### src/rtl/keypad_scan_pkg.sv
// Shared types and helpers for the 4x4 keypad scanner.
// Exports the FSM state enum, matrix size and column-decode helpers.
package keypad_scan_pkg;

   localparam int ROWS = 4;
   localparam int COLS = 4;

   typedef enum logic [1:0] {
      ST_IDLE,
      ST_SCAN,
      ST_CONFIRM,
      ST_HELD
   } state_e;

   // Exactly one column pulled low.
   function automatic logic one_zero(input logic [COLS-1:0] c);
      return $countones(~c) == 1;
   endfunction

   // Index of the low column (meaningful only when one_zero is true).
   function automatic logic [1:0] zero_idx(input logic [COLS-1:0] c);
      logic [1:0] idx;
      idx = '0;
      for (int i = 0; i < COLS; i++) begin
         if (!c[i]) idx = 2'(i);
      end
      return idx;
   endfunction

endpackage

### src/rtl/scan_tick.sv
// Scan-rate tick generator: one-clk pulse every CLK_HZ/SCAN_HZ clocks.
// Ports: clk, rst (sync, active-high) in; tick out (registered).
module scan_tick #(
   parameter int CLK_HZ  = 50_000_000,
   parameter int SCAN_HZ = 1_000
) (
   input  logic clk,
   input  logic rst,
   output logic tick
);

   localparam int TICK_DIV = CLK_HZ / SCAN_HZ;
   localparam int CW = (TICK_DIV > 1) ? $clog2(TICK_DIV) : 1;
   localparam logic [CW-1:0] LAST = CW'(TICK_DIV - 1);

   logic [CW-1:0] cnt_q, cnt_d;
   logic          tick_q, tick_d;

   always_comb begin
      cnt_d  = cnt_q + 1'b1;
      tick_d = 1'b0;
      if (cnt_q == LAST) begin
         cnt_d  = '0;
         tick_d = 1'b1;
      end
   end

   always_ff @(posedge clk) begin
      if (rst) begin
         cnt_q  <= '0;
         tick_q <= 1'b0;
      end else begin
         cnt_q  <= cnt_d;
         tick_q <= tick_d;
      end
   end

   assign tick = tick_q;

endmodule

### src/rtl/keypad_scan.sv
// 4x4 matrix keypad scanner with debounce; one key_valid per press.
// Ports: clk, rst, key_col[3:0] in; key_row[3:0], key_valid, key_code[3:0], key_held out.
module keypad_scan
   import keypad_scan_pkg::*;
#(
   parameter int CLK_HZ         = 50_000_000,
   parameter int SCAN_HZ        = 1_000,
   parameter int DEBOUNCE_SCANS = 4
) (
   input  logic       clk,
   input  logic       rst,
   input  logic [3:0] key_col,
   output logic [3:0] key_row,
   output logic       key_valid,
   output logic [3:0] key_code,
   output logic       key_held
);

   localparam int CW = $clog2(DEBOUNCE_SCANS + 1);
   localparam logic [CW-1:0] DB = CW'(DEBOUNCE_SCANS);
   localparam logic [1:0] LAST_ROW = 2'(ROWS - 1);

   logic tick;

   scan_tick #(
      .CLK_HZ  (CLK_HZ),
      .SCAN_HZ (SCAN_HZ)
   ) u_tick (
      .clk  (clk),
      .rst  (rst),
      .tick (tick)
   );

   logic [3:0] col_m_q, col_s_q;

   always_ff @(posedge clk) begin
      if (rst) begin
         col_m_q <= 4'hF;
         col_s_q <= 4'hF;
      end else begin
         col_m_q <= key_col;
         col_s_q <= col_m_q;
      end
   end

   state_e        state_q, state_d;
   logic [1:0]    row_q, row_d;
   logic [1:0]    cand_row_q, cand_row_d;
   logic [1:0]    cand_col_q, cand_col_d;
   logic [CW-1:0] cnt_q, cnt_d;
   logic [CW-1:0] rel_q, rel_d;
   logic [3:0]    key_row_q, key_row_d;
   logic          key_valid_q, key_valid_d;
   logic [3:0]    key_code_q, key_code_d;
   logic          key_held_q, key_held_d;
   logic [3:0]    cand_pat;

   assign cand_pat = ~(4'b0001 << cand_col_q);

   always_ff @(posedge clk) begin
      if (rst) begin
         state_q    <= ST_IDLE;
         row_q      <= '0;
         cand_row_q <= '0;
         cand_col_q <= '0;
         cnt_q      <= '0;
         rel_q      <= '0;
      end else begin
         state_q    <= state_d;
         row_q      <= row_d;
         cand_row_q <= cand_row_d;
         cand_col_q <= cand_col_d;
         cnt_q      <= cnt_d;
         rel_q      <= rel_d;
      end
   end

   always_comb begin
      state_d    = state_q;
      row_d      = row_q;
      cand_row_d = cand_row_q;
      cand_col_d = cand_col_q;
      cnt_d      = cnt_q;
      rel_d      = rel_q;
      unique case (state_q)
         ST_IDLE: begin
            cnt_d = '0;
            rel_d = '0;
            if (tick && col_s_q != 4'hF) begin
               state_d = ST_SCAN;
               row_d   = '0;
            end
         end
         ST_SCAN: begin
            if (tick) begin
               if (one_zero(col_s_q)) begin
                  state_d    = ST_CONFIRM;
                  cand_row_d = row_q;
                  cand_col_d = zero_idx(col_s_q);
                  cnt_d      = CW'(1);
               end else if (row_q == LAST_ROW) begin
                  state_d = ST_IDLE;
               end else begin
                  row_d = row_q + 1'b1;
               end
            end
         end
         ST_CONFIRM: begin
            if (tick) begin
               if (col_s_q != cand_pat) begin
                  state_d = ST_IDLE;
               end else if (cnt_q + 1'b1 >= DB) begin
                  cnt_d   = DB;
                  rel_d   = '0;
                  state_d = ST_HELD;
               end else begin
                  cnt_d = cnt_q + 1'b1;
               end
            end
         end
         ST_HELD: begin
            // Only the accepted column matters; other keys are ignored.
            if (tick) begin
               if (!col_s_q[cand_col_q]) begin
                  rel_d = '0;
               end else if (rel_q + 1'b1 >= DB) begin
                  rel_d   = DB;
                  state_d = ST_IDLE;
               end else begin
                  rel_d = rel_q + 1'b1;
               end
            end
         end
         default: state_d = ST_IDLE;
      endcase
   end

   // Outputs are computed from the next state so the registered
   // outputs line up with the state register.
   always_comb begin
      key_row_d   = 4'hF;
      key_valid_d = (state_q == ST_CONFIRM) && (state_d == ST_HELD);
      key_code_d  = key_valid_d ? {cand_row_q, cand_col_q} : key_code_q;
      key_held_d  = (state_d == ST_HELD);
      unique case (state_d)
         ST_IDLE:    key_row_d = 4'b0000;
         ST_SCAN:    key_row_d = ~(4'b0001 << row_d);
         ST_CONFIRM: key_row_d = ~(4'b0001 << cand_row_d);
         ST_HELD:    key_row_d = ~(4'b0001 << cand_row_d);
         default:    key_row_d = 4'hF;
      endcase
   end

   always_ff @(posedge clk) begin
      if (rst) begin
         key_row_q   <= 4'hF;
         key_valid_q <= 1'b0;
         key_code_q  <= '0;
         key_held_q  <= 1'b0;
      end else begin
         key_row_q   <= key_row_d;
         key_valid_q <= key_valid_d;
         key_code_q  <= key_code_d;
         key_held_q  <= key_held_d;
      end
   end

   assign key_row   = key_row_q;
   assign key_valid = key_valid_q;
   assign key_code  = key_code_q;
   assign key_held  = key_held_q;

endmodule

### config.mk
export PLATFORM = sky130hd
export DESIGN_NAME = keypad_scan
export DESIGN_NICKNAME = d
export VERILOG_FILES = /design/src/rtl/keypad_scan_pkg.sv /design/src/rtl/scan_tick.sv /design/src/rtl/keypad_scan.sv
export SDC_FILE = /design/constraint.sdc
export NUM_CORES = 1
export LEC_CHECK = 0
export ABC_AREA = 0
export BUFFER_PORTS_ARGS = -buffer_cell sky130_fd_sc_hd__buf_2
export CAP_MARGIN = 30
export CORE_MARGIN = 2
export CORE_UTILIZATION = 64
export CTS_CLUSTER_SIZE = 8
export DETAILED_ROUTE_END_ITERATION = 10
export PLACE_DENSITY_LB_ADDON = 0.1
export SKIP_LAST_GASP = 1
export SYNTH_ARGS = -nofsm -noshare
export SYNTH_HDL_FRONTEND = slang
export SYNTH_SLANG_ARGS = --single-unit
export TNS_END_PERCENT = 10
### constraint.sdc
create_clock -name clk -period 7.1 [get_ports clk]
set_input_delay 0 -clock clk [delete_from_list [all_inputs] [get_ports clk]]
set_output_delay 0 -clock clk [all_outputs]
set_load 0.01 [all_outputs]
# == Word level (Yosys, flattened, before mapping) ==
# Cells that the tools add are included.
# word_totals
register_bits,49
latch_bits,0
ramBits,0
rom_bits,0
in_bits,6
output_inout_bits,10
word_cells,98
memories,0
# op_classes
add_sub_neg,7
mul,0
div,0
order_cmp,3
eq_ne,17
shifts,3
muxes,39
n_bitwise,4
reduce_logical,11
# op_table
operator,count
two-way mux 2 bit,19
two-way mux 3 bit,11
one-hot mux 3 bit (3 select lines),2
"adder 16 x 1 -> 16 bit, second input constant",1
"equality test 16 bit, second input constant",1
inverter 4 bit,4
one-hot mux 4 bit (3 select lines),1
"<< shifter 1 x 2 -> 4 bit, first input constant",3
"equality test 2 bit, second input constant",5
AND reduction 5 bit,2
one-hot mux 2 bit (4 select lines),1
"adder 3 x 1 -> 3 bit, second input constant",2
"greater-or-equal comparator 3 bit, second input constant",2
"!= test 2 x 1 -> 1 bit, second input constant",3
"!= test 2 bit, second input constant",3
nonzero test 3 bit,2
adder 1 x 1 -> 2 bit,2
"equality test 2 x 1 -> 1 bit, second input constant",2
logical NOT 2 bit,2
!= test 4 bit,1
"!= test 4 bit, second input constant",1
one-hot mux 2 bit (2 select lines),1
OR reduction 2 bit,2
adder 2 x 2 -> 3 bit,1
other kinds (7),10

# == Longest topological paths before layout ==
# Gate-level depths: netlist of the first run.
# logic_depth
word_depth,10
ltp_mapped,13
ltp_nobuf,11

# == By module ==
# A second synthesis of the first run with hierarchy kept.
# hier_totals
cells_unflattened,280
area_unflattened_um2,2608.8
# modules_own_cells
module,instances,cells_each,area_each_um2,seq_area_each_um2
keypad_scan,1,197,1816.7,640.6
scan_tick,1,83,792.0,340.3

# == Worst setup path before layout of the first run ==
# No wires, ideal clock.
# synth_path
kind,reg-to-reg
from,register col_s_q[0]
to,register key_row_q[3] (netlist: key_row[3])
setup_time_ns,0.120
arrival_time_ns,2.941
t_required_ns,6.980
slack_ns,4.039
path_stages_with_launch,13
path_buffers,2
synth_period_minus_slack_ns,3.061
cell_sequence,dfxtp_1 > fa_1 > inv_1 > ha_1 > ha_1 > nor3b_1 > and3_1 > clkbuf_1 > nor2_1 > o21ai_0 > o2111ai_1 > buf_2 > a211o_1
# synth_via
elab_chain_cells,10
word_cells_on_any_way,34
classes_between,add/sub (2); eq/ne (6); shift (2); mux (18); bitwise (3); reduce/logical (3)
# synth_lines
element,line,text
from (decl),keypad_scan.sv:34,"logic [3:0] col_m_q, col_s_q;"
from (signal assigned),keypad_scan.sv:42,col_s_q <= col_m_q;
inverter 4 bit,keypad_scan_pkg.sv:17,return $countones(~c) == 1;
adder 1 x 1 -> 2 bit (implied by the code),keypad_scan_pkg.sv:17,
adder 2 x 2 -> 3 bit (implied by the code),keypad_scan_pkg.sv:17,
equality test 3 x 1 -> 1 bit,keypad_scan_pkg.sv:17,
two-way mux 2 bit,keypad_scan.sv:96,if (one_zero(col_s_q)) begin
two-way mux 2 bit,keypad_scan.sv:95,if (tick) begin
one-hot mux 2 bit (4 select lines) (tied with other cells),keypad_scan.sv:85,unique case (state_q)
equality test 2 bit (tied with other cells),keypad_scan.sv:145,unique case (state_d)
OR reduction 2 bit (no source line) (tied with other cells),--,
one-hot mux 4 bit (3 select lines) (*),keypad_scan.sv:145,
to (signal assigned),keypad_scan.sv:161,key_row_q <= key_row_d;
to (decl),keypad_scan.sv:52,"logic [3:0] key_row_q, key_row_d;"
# Mark *: on every way between the ends. The rest lies on a longest branch, timed or not. The select of a mux whose other input is x is not followed.
# A chain may end at the register's enable or synchronous reset.

# == Worst setup path after layout of the first run ==
# layout_path
from,register col_s_q[0]
to,register key_code_q[0] (netlist: key_code[0])
# layout_via
elab_chain_cells,9
word_cells_on_any_way,19
classes_between,add/sub (2); eq/ne (4); mux (10); bitwise (1); reduce/logical (2)
# layout_lines
element,line,text
inverter 4 bit,keypad_scan_pkg.sv:17,
adder 1 x 1 -> 2 bit (implied by the code),keypad_scan_pkg.sv:17,
adder 2 x 2 -> 3 bit (implied by the code),keypad_scan_pkg.sv:17,
equality test 3 x 1 -> 1 bit,keypad_scan_pkg.sv:17,
two-way mux 2 bit,keypad_scan.sv:96,
two-way mux 2 bit,keypad_scan.sv:95,
one-hot mux 2 bit (4 select lines) (*),keypad_scan.sv:85,
equality test 2 bit (*),keypad_scan.sv:142,key_valid_d = (state_q == ST_CONFIRM) && (state_d == ST_HELD);
logical AND 1 bit (*),keypad_scan.sv:142,
to (signal assigned),keypad_scan.sv:163,key_code_q <= key_code_d;
to (decl),keypad_scan.sv:54,"logic [3:0] key_code_q, key_code_d;"
# Marks and branches as above.

==> run metrics, run 1 <==
pwr dens=175 mW/mm2; status=finished, final reports clean; worst r2r dst=key_code[0]$_SDFFE_PP0P_; grt ovf=0; syn avg cell area=8.70 um2; CTS clk-pin slew, worst paths=0.09 ns; Multi-input gate area=0.00136 mm2; CP Buf/Inv Count=1; clock share of power=34.3%; wire length per cell=12.9 um; worst setup margin=3.51 ns; final WL=4390 um; Top cell by count, worst path=ha_1; Post-DP HPWL=3110 um; Num CTS Buffers=5; fin crit period=3.59 ns; Total Die Area=0.00434 mm2; Tcrit/Tclk final=50.6%; FF/Latch Area=981 um2; Req. time, crit path=7.33 ns; Ant. Diodes=0; net switching power figure=0.104 mW; Setup WS pre-CTS=3.53 ns; # resized after CTS=0; clock sinks=49; first-pass GRT wire length=7540 um; commonest non-fill, non-tap cell in the layout=dfxtp_1; Tightest Hold Check Type=in2reg; ANT nets after route=0; die height=65.9 um; Post-Layout Inst Area=0.00265 mm2; cell family with the largest share of critical-path delay=simple AND/OR/NAND/NOR gates; total iterations of the first detailed-routing run=5; Internal=0.357 mW; clock skew=0.00466 ns; post-synth cell types=50; EDFF count, synth=0; Synth Instances=282; Slew Limit Fails=0; clk buf depth=2; critical path type=reg2reg; gpl congestion=0.896; nets@finish=310; most frequent cells in the layout=49 x dfxtp_1, 30 x nor2_1, 19 x a21oi_1, 17 x nand2_1, 15 x buf_2; Levels on crit path=11; power share of the sequential group=61.2%; CP startpoint kind=flip-flop; Yosys reg bits=49; CTS H-tree depth=2; VDD IR max=0.182 mV; Initial Utilization=67.0%; final setup vio count=0; async set-reset flop share out of synthesis=0%; Max-slew headroom=36.8%; clk_lat worst skew=0.30 ns; Worst Reg2Reg Path Length in Cells=11; Seq/Total Area, Yosys=40.0%; Synth Flop Type=dfxtp_1; Fill cells=289; Hold-fix buffers, CTS=4; GR Util All Layers=22.5%; CTS root buffer=clkbuf_8; Critical Path Fanout Max=12; Die Wd=65.9 um; reg2reg setup slack=3.51 ns; # IOs=16; initial antenna violation count=0; largest net degree at the start of global routing=39; CP max stage delay=0.54 ns; Final Hold Vio Count=0; Worst R2R Start=col_s_q[0]$_SDFF_PP1_; number of global-route vias before repair=1789; Syn Std Cell Area=0.00245 mm2; CORE AREA=0.00366 mm2; layout cells sized above 1=13.3%; Worst Hold Path EP=cand_row_q[1]$_SDFF_PP0_; worst slew pin tran=0.947 ns; # port buffers=15; Hold WS=0.184 ns; row count=22; Hold Path Origin=rst; crit path capture type=flip-flop; CP arrival=3.83 ns; Comb pwr share=4.6%; Fin Setup TNS=0 ns; Hold Path Stages=2; RSZ-0062 raised after global routing=false; CTS tree=done; syn nets=299; static leakage=1.09 nW; # Post-CTS Setup Buffers=0; CP max stage cell=fa_1; area delta synth->final=7.80%; max cap viols=0; crit path cell chain=fa_1 > inv_1 > ha_1 > ha_1 > nor3b_1 > and3_1 > nor2_1 > o21ai_0 > o2111ai_1 > nor3_4 > mux2i_1; Cell Area, Placed=0.00252 mm2; routed via count=1921; switch share=22.6%; Ys Warns=0; Fmax achieved=279 MHz; DR iter-0 viols=151; Via density=5.63; DRC=0
[layer usage]
metal,routed length [um],up-vias,part of all wire (%),GRT usage [%]
met5,0,-,0,0
met4,44,0,1.0,5.47
met3,128,4,2.9,6.64
met2,2160,19,49,39.3
met1,2050,899,47,27.0
li1,-,999,-,-
[how the worst max path moves through the flow]
stage,from,to,slack [ns]
finish,col_s_q[0]$_SDFF_PP1_,key_code[0]$_SDFFE_PP0P_,3.51
global route,col_s_q[0]$_SDFF_PP1_,key_code[0]$_SDFFE_PP0P_,3.15
CTS,col_s_q[0]$_SDFF_PP1_,key_code[0]$_SDFFE_PP0P_,3.51
detailed placement,col_s_q[0]$_SDFF_PP1_,key_code[0]$_SDFFE_PP0P_,3.53
global placement,col_s_q[0]$_SDFF_PP1_,key_code[0]$_SDFFE_PP0P_,3.67
floorplan,col_s_q[0]$_SDFF_PP1_,key_row[3]$_SDFF_PP1_,4.04
[worst reg2reg max path: stages, from the launching register on]
cell       delay (ns)
dfxtp_1          0.38
fa_1             0.54
inv_1            0.04
ha_1             0.17
ha_1             0.27
nor3b_1          0.44
and3_1           0.44
nor2_1           0.07
o21ai_0          0.08
o2111ai_1        0.46
nor3_4           0.42
mux2i_1          0.23
[per-stage QoR]
stage	cells	util, %	power (mW)
finish	341	72.2	0.462
global route	341	72.2	0.480
CTS	341	72.2	0.465
detailed placement	330	68.8	0.308
global placement	330	68.8	0.308
floorplan	282	-	0.303
[sequential cells by signal, indices dropped and copies added, names as in the netlist, 3 cells and up]
register	flops
key_row	4
u_tick.cnt_q	16
cnt_q	3
col_m_q	4
key_code	4
rel_q	3
col_s_q	4
[cell families (layout without fill, tap and decap cells)]
kind of cell	Yosys count	after routing	share of synthesized area, %
buf+inv	27	38	4.64
flops	49	49	40.0
compound gates	60	60	16.5
xor+xnor	13	13	4.64
mux	11	11	4.59
fa+ha+maj	11	11	5.92
simple gates	111	111	23.7
[Yosys cell counts (all sizes together), types with 3 or more instances]
master   n  area share [%]
clkbuf  12             1.8
nor3     7             1.9
nand2b  11             2.8
a211o    5             1.8
mux2i    9             3.7
o21ai   16             3.6
or3      5             1.3
inv     12             1.8
xnor2    9             3.2
nand2   17             2.6
and3     7             1.8
nor2    30             4.6
a311oi   3             1.1
xor2     4             1.4
a21oi   19             3.9
buf      3            0.97
ha      10             5.1
nor2b    3            0.76
or2      9             2.3
nand3   10             2.0
dfxtp   49              40
[power groups by stage]
stage | clock (mW) | combinational [mW] | sequential, mW
2_1_floorplan | 0 | 0.0141 | 0.289
4_1_cts | 0.162 | 0.0210 | 0.282
5_1_grt | 0.173 | 0.0238 | 0.283
3_5_place_dp | 0 | 0.0193 | 0.289
6_report | 0.158 | 0.0210 | 0.282
3_3_place_gp | 0 | 0.0191 | 0.289
[layout make-up]
cell class              count  area share, %
multi-input cells         206           51.4
flip-flops and latches     49           37.1
repair buffers             19           4.35
clock buffers               5           2.60
well taps                  48           2.27
inverters                  12           1.70
clock inverters             2          0.615
(Power assumes the default switching activity.)
==> run 2: changes to the inputs <==
--- a/config.mk
+++ b/config.mk
@@ -9,7 +9,7 @@
 export BUFFER_PORTS_ARGS = -buffer_cell sky130_fd_sc_hd__buf_2
 export CAP_MARGIN = 30
 export CORE_MARGIN = 2
-export CORE_UTILIZATION = 64
+export CORE_UTILIZATION = 54
 export CTS_CLUSTER_SIZE = 8
 export DETAILED_ROUTE_END_ITERATION = 10
 export PLACE_DENSITY_LB_ADDON = 0.1
==> constraint.sdc (replaced) <==
create_clock -name clk -period 3.2 [get_ports clk]
set_input_delay 0 -clock clk [delete_from_list [all_inputs] [get_ports clk]]
set_output_delay 0 -clock clk [all_outputs]
set_load 0.01 [all_outputs]
==> run 2 against run 1 <==
Global-route usage shrank 3.4 points. Clock-buffer cell count is the same. Setup slack lost 3.3 ns. Sequential share of layout area shrank 1.0 points. Highest routed layer unchanged. Via count grew 2.6%.
==> run metrics, run 2 (synthesis gave the netlist of run 1 again) <==
CTS root buffer=clkbuf_8; post-layout util=62.5% (-9.7 points); nets@finish=313 (+0.97%); final setup vio count=0 (unchanged); layout cells sized above 1=14.5% (+1.2 points); number of global-route vias before repair=1828 (+2.2%); Top cell by count, worst path=ha_1; pwr dens=437 mW/mm2 (+150%); status=finished, final reports clean; die height=71.4 um (+8.3%); RSZ-0062 raised after global routing=true; # IOs=16 (unchanged); # port buffers=15 (unchanged); DRC=0 (unchanged); Fill cells=366 (+27%); Setup WS pre-CTS=0.261 ns (-3.27 ns); largest net degree at the start of global routing=39 (unchanged); critical path type=reg2reg; clk_lat worst skew=0.30 ns (about the same); Biggest register=u_tick.cnt_q; CTS clk-pin slew, worst paths=0.09 ns (about the same); # resized after CTS=0 (unchanged); wire length per cell=13.1 um (+2.0%); GR Util All Layers=19.1% (-3.4 points); clock sinks=49 (unchanged); ANT nets after route=0 (unchanged); Max-slew headroom=58.3% (+22 points); Largest register FFs=16 (unchanged); Fmax achieved=336 MHz (+21%); Total Die Area=0.00510 mm2 (+17%); fin crit period=2.97 ns (-0.616 ns); Post-Layout Inst Area=0.00272 mm2 (+2.9%); crit path capture type=flip-flop; Post-DP HPWL=3160 um (+1.7%); Req. time, crit path=3.42 ns (-3.91 ns); worst slew pin tran=0.625 ns (-0.323 ns); total iterations of the first detailed-routing run=4 (-1); Ant. Diodes=0 (unchanged); static leakage=1.13 nW (+3.9%); gpl congestion=0.815 (-9.1%); Tightest Hold Check Type=in2reg; CP startpoint kind=flip-flop; CP max stage cell=fa_1; clk buf depth=2 (unchanged); DR iter-0 viols=105 (-30%); row count=24 (+9.1%); VDD IR max=0.307 mV (+69%); Critical Path Fanout Max=6 (-6); grt ovf=0 (unchanged); final WL=4580 um (+4.4%); initial antenna violation count=0 (unchanged); Tcrit/Tclk final=93.0% (+42 points); CP arrival=3.20 ns (-0.63 ns); routed via count=1971 (+2.6%); CTS tree=done; Final Hold Vio Count=0 (unchanged); commonest non-fill, non-tap cell in the layout=dfxtp_1; worst setup margin=0.225 ns (-3.28 ns); area delta synth->final=10.9%; Via density=5.65 (+0.25%); max cap viols=0 (unchanged); most frequent cells in the layout=49 x dfxtp_1, 30 x nor2_1, 19 x a21oi_1, 17 x nand2_1, 15 x buf_2; cell family with the largest share of critical-path delay=adder cells; clock skew=0.00908 ns (+0.00443 ns); Slew Limit Fails=0 (unchanged); first-pass GRT wire length=7870 um (+4.4%); CP Buf/Inv Count=1 (unchanged); CP max stage delay=0.54 ns (about the same); CORE AREA=0.00435 mm2 (+19%); Hold WS=0.205 ns (+0.0208 ns); Cell Area, Placed=0.00255 mm2 (+1.1%); Die Wd=71.4 um (+8.3%); crit path cell chain=fa_1 > inv_1 > ha_1 > ha_1 > nor3b_1 > and3_1 > nor2_1 > o21ai_0 > o2111ai_1 > nor3_4 > mux2i_1; CTS H-tree depth=2 (unchanged); Initial Utilization=56.4% (-11 points); Num CTS Buffers=5 (unchanged)
==> run 2: changes by cell type in the layout (fill, tap and decap cells not counted), sizes merged <==
cell	delta
buf	+3
bufinv	+2
clkinvlp	-1
==> run 2: per-stage QoR <==
step	power, mW	cells	setup TNS [ns]
after floorplan	0.673	282	0
after global placement	0.687	337	0
after detailed placement	0.688	337	0
after CTS	1.20	349	0
after global routing	1.23	349	-0.0284
final	1.19	349	0
==> run 2: cell type report <==
class	instances	area (um2)	area share [%]
clock buffer	5	68.8	2.53
clock inverter	3	65.1	2.39
inverter	12	45.0	1.66
multi-input combinational	206	1360	49.9
sequential	49	981	36.0
tap	52	65.1	2.39
timing repair buffer	22	138	5.06
==> run 2: per-layer routing <==
| layer | part of all wire (%) | routed length [um] | up-vias | global-route usage (%) |
|---|---|---|---|---|
| li1 | - | - | 1002 | - |
| met1 | 46 | 2120 | 923 | 23.1 |
| met2 | 48 | 2190 | 36 | 33.5 |
| met3 | 3.8 | 174 | 10 | 3.80 |
| met4 | 2.1 | 94 | 0 | 6.92 |
| met5 | 0 | 0 | - | 0 |
==> run 2: repair_timing <==
item,4_1_cts,5_1_grt
setup buffers,0,0
hold endpoints to repair,4,0
hold buffers,4,0
endpoints found under the setup margin,0,1
==> run 2: final timing paths <==
| kind | start | to | slack, ns | cells after the start |
|---|---|---|---|---|
| hold reg to reg | col_m_q[3]$_SDFF_PP1_ | col_s_q[3]$_SDFF_PP1_ | 0.41 | 1 |
| setup reg to reg | col_s_q[0]$_SDFF_PP1_ | key_code[2]$_SDFFE_PP0P_ | 0.23 | 11 |
| hold / removal | rst | u_tick.tick$_SDFF_PP0_ | 0.21 | 2 |
| setup / recovery | col_s_q[0]$_SDFF_PP1_ | key_code[2]$_SDFFE_PP0P_ | 0.23 | 11 |
==> run 2: power breakdown <==
| part | leakage, nW | switching, mW | internal, mW | total (mW) |
|---|---|---|---|---|
| Sequential | 0.399 | 0.00743 | 0.620 | 0.627 |
| Combinational | 0.665 | 0.0253 | 0.0251 | 0.0504 |
| Clock | 0.0681 | 0.201 | 0.310 | 0.512 |
